==> src/rtl/mips_pkg.sv <==
// Shared MIPS pipeline definitions: bus widths and the
// memory port arbiter state encoding.
package mips_pkg;

  localparam int MIPS_ADDR_W = 32;
  localparam int MIPS_DATA_W = 32;

  localparam logic [1:0] ARB_IDLE   = 2'b00;
  localparam logic [1:0] ARB_I_BUSY = 2'b01;
  localparam logic [1:0] ARB_D_BUSY = 2'b10;

  typedef enum logic [1:0] {
    S_IDLE   = ARB_IDLE,
    S_I_BUSY = ARB_I_BUSY,
    S_D_BUSY = ARB_D_BUSY
  } arb_state_e;

endpackage

==> src/rtl/arb_wait_counter.sv <==
// Wait-cycle counter for the memory port arbiter watchdog.
// Holds at TIMEOUT, where the terminal-count flag is raised.
module arb_wait_counter
  import mips_pkg::*;
#(
  parameter int TIMEOUT = 255
) (
  input  logic clk_i,
  input  logic rst_i,
  input  logic clr_i,
  input  logic en_i,
  output logic tc_o
);

  logic [7:0] cnt_q, cnt_d;

  assign tc_o = (cnt_q == 8'(TIMEOUT));

  always_comb begin
    cnt_d = cnt_q;
    if (clr_i)
      cnt_d = '0;
    else if (en_i && !tc_o)
      cnt_d = cnt_q + 8'd1;
  end

  always_ff @(posedge clk_i or posedge rst_i) begin
    if (rst_i) cnt_q <= '0;
    else       cnt_q <= cnt_d;
  end

endmodule

==> src/rtl/memory_port_arbiter.sv <==
// Fetch/data arbiter for the single-ported unified memory.
// Define ARB_RR_EN for round-robin on conflicts (default D-over-I).
module memory_port_arbiter
  import mips_pkg::*;
#(
  parameter int ADDR_W  = MIPS_ADDR_W,
  parameter int DATA_W  = MIPS_DATA_W,
  parameter int TIMEOUT = 255
) (
  input  logic              Clk,
  input  logic              Rst,
  input  logic              I_Req,
  input  logic [ADDR_W-1:0] I_Addr,
  output logic [DATA_W-1:0] I_Rdata,
  output logic              I_Ack,
  input  logic              D_Req,
  input  logic              D_We,
  input  logic [ADDR_W-1:0] D_Addr,
  input  logic [DATA_W-1:0] D_Wdata,
  output logic [DATA_W-1:0] D_Rdata,
  output logic              D_Ack,
  output logic              Stall_I,
  output logic              Stall_M,
  output logic              Mem_Req,
  output logic              Mem_We,
  output logic [ADDR_W-1:0] Mem_Addr,
  output logic [DATA_W-1:0] Mem_Wdata,
  input  logic [DATA_W-1:0] Mem_Rdata,
  input  logic              Mem_Ready,
  output logic              Mem_Err
);

  arb_state_e        state_q, state_d;
  logic              req_q, req_d;
  logic              we_q, we_d;
  logic [ADDR_W-1:0] addr_q, addr_d;
  logic [DATA_W-1:0] wdata_q, wdata_d;
  logic [DATA_W-1:0] i_rdata_q, i_rdata_d;
  logic [DATA_W-1:0] d_rdata_q, d_rdata_d;
  logic              i_ack_q, i_ack_d;
  logic              d_ack_q, d_ack_d;
  logic              err_q, err_d;

  logic i_elig, d_elig, pick_d;
  logic busy, tc, done, tmo;

  // A port whose Ack is high still shows the Req of the finished access
  assign i_elig = I_Req & ~i_ack_q;
  assign d_elig = D_Req & ~d_ack_q;

`ifdef ARB_RR_EN
  logic last_d_q;

  assign pick_d = d_elig & (~i_elig | ~last_d_q);

  always_ff @(posedge Clk or posedge Rst) begin
    if (Rst)
      last_d_q <= 1'b0;
    else if (state_q == S_IDLE && (d_elig || i_elig))
      last_d_q <= pick_d;
  end
`else
  assign pick_d = d_elig;
`endif

  assign busy = (state_q != S_IDLE);
  assign tmo  = busy & ~Mem_Ready & tc;
  assign done = busy & (Mem_Ready | tc);

  arb_wait_counter #(
    .TIMEOUT (TIMEOUT)
  ) u_wait (
    .clk_i (Clk),
    .rst_i (Rst),
    .clr_i (~busy),
    .en_i  (busy & ~Mem_Ready),
    .tc_o  (tc)
  );

  always_comb begin
    state_d   = state_q;
    req_d     = req_q;
    we_d      = we_q;
    addr_d    = addr_q;
    wdata_d   = wdata_q;
    i_rdata_d = i_rdata_q;
    d_rdata_d = d_rdata_q;
    i_ack_d   = 1'b0;
    d_ack_d   = 1'b0;
    err_d     = err_q | tmo;
    unique case (state_q)
      S_IDLE: begin
        if (pick_d) begin
          state_d = S_D_BUSY;
          req_d   = 1'b1;
          we_d    = D_We;
          addr_d  = D_Addr;
          wdata_d = D_Wdata;
        end else if (i_elig) begin
          state_d = S_I_BUSY;
          req_d   = 1'b1;
          we_d    = 1'b0;
          addr_d  = I_Addr;
          wdata_d = '0;
        end
      end
      S_I_BUSY: begin
        if (done) begin
          state_d   = S_IDLE;
          req_d     = 1'b0;
          we_d      = 1'b0;
          i_ack_d   = 1'b1;
          i_rdata_d = tmo ? '0 : Mem_Rdata;
        end
      end
      S_D_BUSY: begin
        if (done) begin
          state_d   = S_IDLE;
          req_d     = 1'b0;
          we_d      = 1'b0;
          d_ack_d   = 1'b1;
          d_rdata_d = (tmo || we_q) ? '0 : Mem_Rdata;
        end
      end
      default: state_d = S_IDLE;
    endcase
  end

  always_ff @(posedge Clk or posedge Rst) begin
    if (Rst) begin
      state_q   <= S_IDLE;
      req_q     <= 1'b0;
      we_q      <= 1'b0;
      addr_q    <= '0;
      wdata_q   <= '0;
      i_rdata_q <= '0;
      d_rdata_q <= '0;
      i_ack_q   <= 1'b0;
      d_ack_q   <= 1'b0;
      err_q     <= 1'b0;
    end else begin
      state_q   <= state_d;
      req_q     <= req_d;
      we_q      <= we_d;
      addr_q    <= addr_d;
      wdata_q   <= wdata_d;
      i_rdata_q <= i_rdata_d;
      d_rdata_q <= d_rdata_d;
      i_ack_q   <= i_ack_d;
      d_ack_q   <= d_ack_d;
      err_q     <= err_d;
    end
  end

  assign I_Rdata   = i_rdata_q;
  assign D_Rdata   = d_rdata_q;
  assign I_Ack     = i_ack_q;
  assign D_Ack     = d_ack_q;
  assign Stall_I   = I_Req & ~i_ack_q;
  assign Stall_M   = D_Req & ~d_ack_q;
  assign Mem_Req   = req_q;
  assign Mem_We    = we_q;
  assign Mem_Addr  = addr_q;
  assign Mem_Wdata = wdata_q;
  assign Mem_Err   = err_q;

endmodule

==> config.mk <==
export PLATFORM = sky130hd
export DESIGN_NAME = memory_port_arbiter
export DESIGN_NICKNAME = d
export VERILOG_FILES = /design/src/rtl/mips_pkg.sv /design/src/rtl/arb_wait_counter.sv /design/src/rtl/memory_port_arbiter.sv
export SDC_FILE = /design/constraint.sdc
export NUM_CORES = 1
export LEC_CHECK = 0
export CAP_MARGIN = 20
export CORE_MARGIN = 5
export CORE_UTILIZATION = 36
export DETAILED_ROUTE_END_ITERATION = 8
export PLACE_DENSITY_LB_ADDON = 0.08
export SYNTH_ARGS = -nofsm -noshare
export SYNTH_HDL_FRONTEND = slang
export SYNTH_SLANG_ARGS = --single-unit
==> constraint.sdc <==
create_clock -name Clk -period 4.98 [get_ports Clk]
set_input_delay 0.747 -clock Clk [delete_from_list [all_inputs] [get_ports Clk]]
set_output_delay 0.747 -clock Clk [all_outputs]
set_load 0.1 [all_outputs]
==> impl_metrics.yaml <==
cts:
  clock_latency_ns: 0.42
  cts_hold_buffers: 0
  clkTransAtPathRegs_ns: 0.06
  cts_resized: 0
  cts_root_buf: "clkbuf_16"
  cts_sinks: 143
  cts_made_buffers: 17
  htreeDepth: 4
  cts_tree: "yes"
  postCtsSetupBuffers: 0
  cts_buffer_depth: 2
timing:
  tightest_slew_ns: 1.10
  setup_viol: 0
  fin_crit_ns: 3.50
  finalCritPeriodShare: 0.703
  hold_viol: 0
  final_max_slew_viol_count: 0
  finalClockSkew_ns: 0.0122
  maxSlewHeadroom: 0.264
  fin_tns_setup_ns: 0
  fmax_ghz: 0.286
  rsz0062_at_grt: "no"
floorplanning:
  dieHeight_um: 136
  dieArea_um2: 18500
  start_util: 0.364
  die_w_um: 136
  io_pins: 269
  core_area_um2: 15700
  num_rows: 46
final_layout:
  n_antenna_cell: 0
  area_growth_pct: 60.4
  layout.nets: 834
  layout-drive-gt1-share: 0.0719
  fin_cells: 925
  finish.instance_area_um2: 9170
synth:
  synth_area_um2: 5710
  yosysSeqAreaShare: 0.626
  synthCells: 436
  async_flop_share: 1.00
  synth_nets: 574
  synth-seq-cells: 143
  synth_edf_count: 0
  ys_warn_count: 0
  synthFlopType: "dfrtp_1"
  synth_cell_types: 42
  syn_avg_cell_area_um2: 13.1
placed_design:
  dp_hpwl_um: 12400
  placed_area_um2: 8530
  port_buffers: 268
  place_inst: 892
  gp_congestion: 0.746
grt:
  grt_max_degree: 121
  grt_use_total: 0.184
  grt_antenna_before_repair: 0
  grt_pass1_vias: 4844
  grt_pass1_wl_um: 26500
  overflow: 0
drt:
  vias: 4569
  first_iter_violations: 196
  drt_wl_total_um: 17400
  drt-pass1-iter-count: 4
  wl_per_cell_um: 18.8
  vias_per_cell: 4.94
  ant_nets: 0
  drcViolationCount: 0
setup_path:
  end_kind: "output port"
  critPathKind: "primary input to output port"
  cp_max_fo: 5
  worstPathRequired_ns: 4.23
  cp.arrival_ns: 2.75
  startpoint_type: "primary input"
run_status:
  outcome: "finished, final reports clean"
job:
  cap_violations: 0
min_path:
  min_path_type: "flop to flop"
## flip-flops by register name, indices dropped and copies added, names as in the netlist, 2 cells and up
register / cells
Mem_Addr: 32
Mem_Wdata: 32
I_Rdata: 32
state_q: 2
D_Rdata: 32
u_wait.cnt_q: 8
## layout make-up
cell class              instances  area, um2
well taps                     216        270
flip-flops and latches        143       3580
inverters                       8       35.0
multi-input cells             251       1920
repair buffers                275       2760
clock inverters                15        186
fillers                      1333       6550
clock buffers                  17        425
## metal layers
metal,wire length (um),global-route usage,up-vias
met3,1720,0.0714,29
met2,8120,0.295,203
met1,7160,0.226,2200
met5,0,0,-
met4,415,0.0733,0
li1,-,-,2137
## per-stage QoR
stage	util	hold WS, ns	worst slack [ns]
2_1_floorplan	-	0.494	0.395
3_3_place_gp	0.543	0.451	1.47
3_5_place_dp	0.543	0.462	1.47
4_1_cts	0.582	0.477	1.47
5_1_grt	0.583	0.502	1.38
6_report	0.583	0.470	1.48
## synth_stat cells (all sizes together) (2+ instances only)
cell    number  share of area
dfrtp      143           0.63
a22o        96           0.15
nand2       37          0.025
o21ai       37          0.033
mux2i       32          0.056
buf         29          0.034
inv          8         0.0053
nor2b        6         0.0066
a21oi        5         0.0044
clkbuf       5         0.0033
ha           4         0.0088
o21bai       4         0.0072
a31oi        3         0.0033
and4         3         0.0046
nor2         3         0.0020
and2         2         0.0022
## placed cells by master, fill, tap and decap left out, drive strengths merged, types with 2 or more instances in the layout
cell type      netlist  layout
clkdlybuf4s50        0     268
dfrtp              143     143
a22o                96      96
nand2               37      37
o21ai               37      37
mux2i               32      32
clkbuf               5      17
inv                  8      11
clkinv               0       8
buf                 29       7
nor2b                6       6
a21oi                5       5
ha                   4       4
o21bai               4       4
and4                 3       3
nor2                 3       3
a31oi                3       3
bufinv               0       3
and2                 2       2
## worst max-delay path, cell delays in order
cell,delay (ns)
clkdlybuf4s50_1,0.44
nor2b_1,0.35
clkdlybuf4s50_1,1.21
## path summary, 6_finish.rpt
check                                  startpoint  slack (ns)  cells past startpoint                     endpoint
max                                         I_Req        1.48                      3                      Stall_I
min                             Mem_Err$_DFF_PP0_        0.47                      2            Mem_Err$_DFF_PP0_
max reg2reg                state_q[0]$_DFFE_PP0P_        2.58                      5      D_Rdata[10]$_DFFE_PP0P_
min reg2reg                     Mem_Err$_DFF_PP0_        0.47                      2            Mem_Err$_DFF_PP0_
max in group asynchronous                     Rst        3.26                      4  u_wait.cnt_q[4]$_DFFE_PP0P_
min in group asynchronous                     Rst        0.65                      2    Mem_Wdata[16]$_DFFE_PP0P_
## logic make-up after synthesis
| logic type | Yosys count | share of synthesized area |
|---|---|---|
| AOI/OAI and AO/OA | 153 | 0.209 |
| xor gates and xnor gates | 2 | 0.00307 |
| adders and majority gates | 4 | 0.00876 |
| buffers and inverters | 42 | 0.0427 |
| DFF | 143 | 0.626 |
| muxes | 32 | 0.0561 |
| and+or+nand+nor | 60 | 0.0543 |
Power is not shown: default switching activity piles up to over one toggle a cycle in this logic, so the estimate is an artifact.
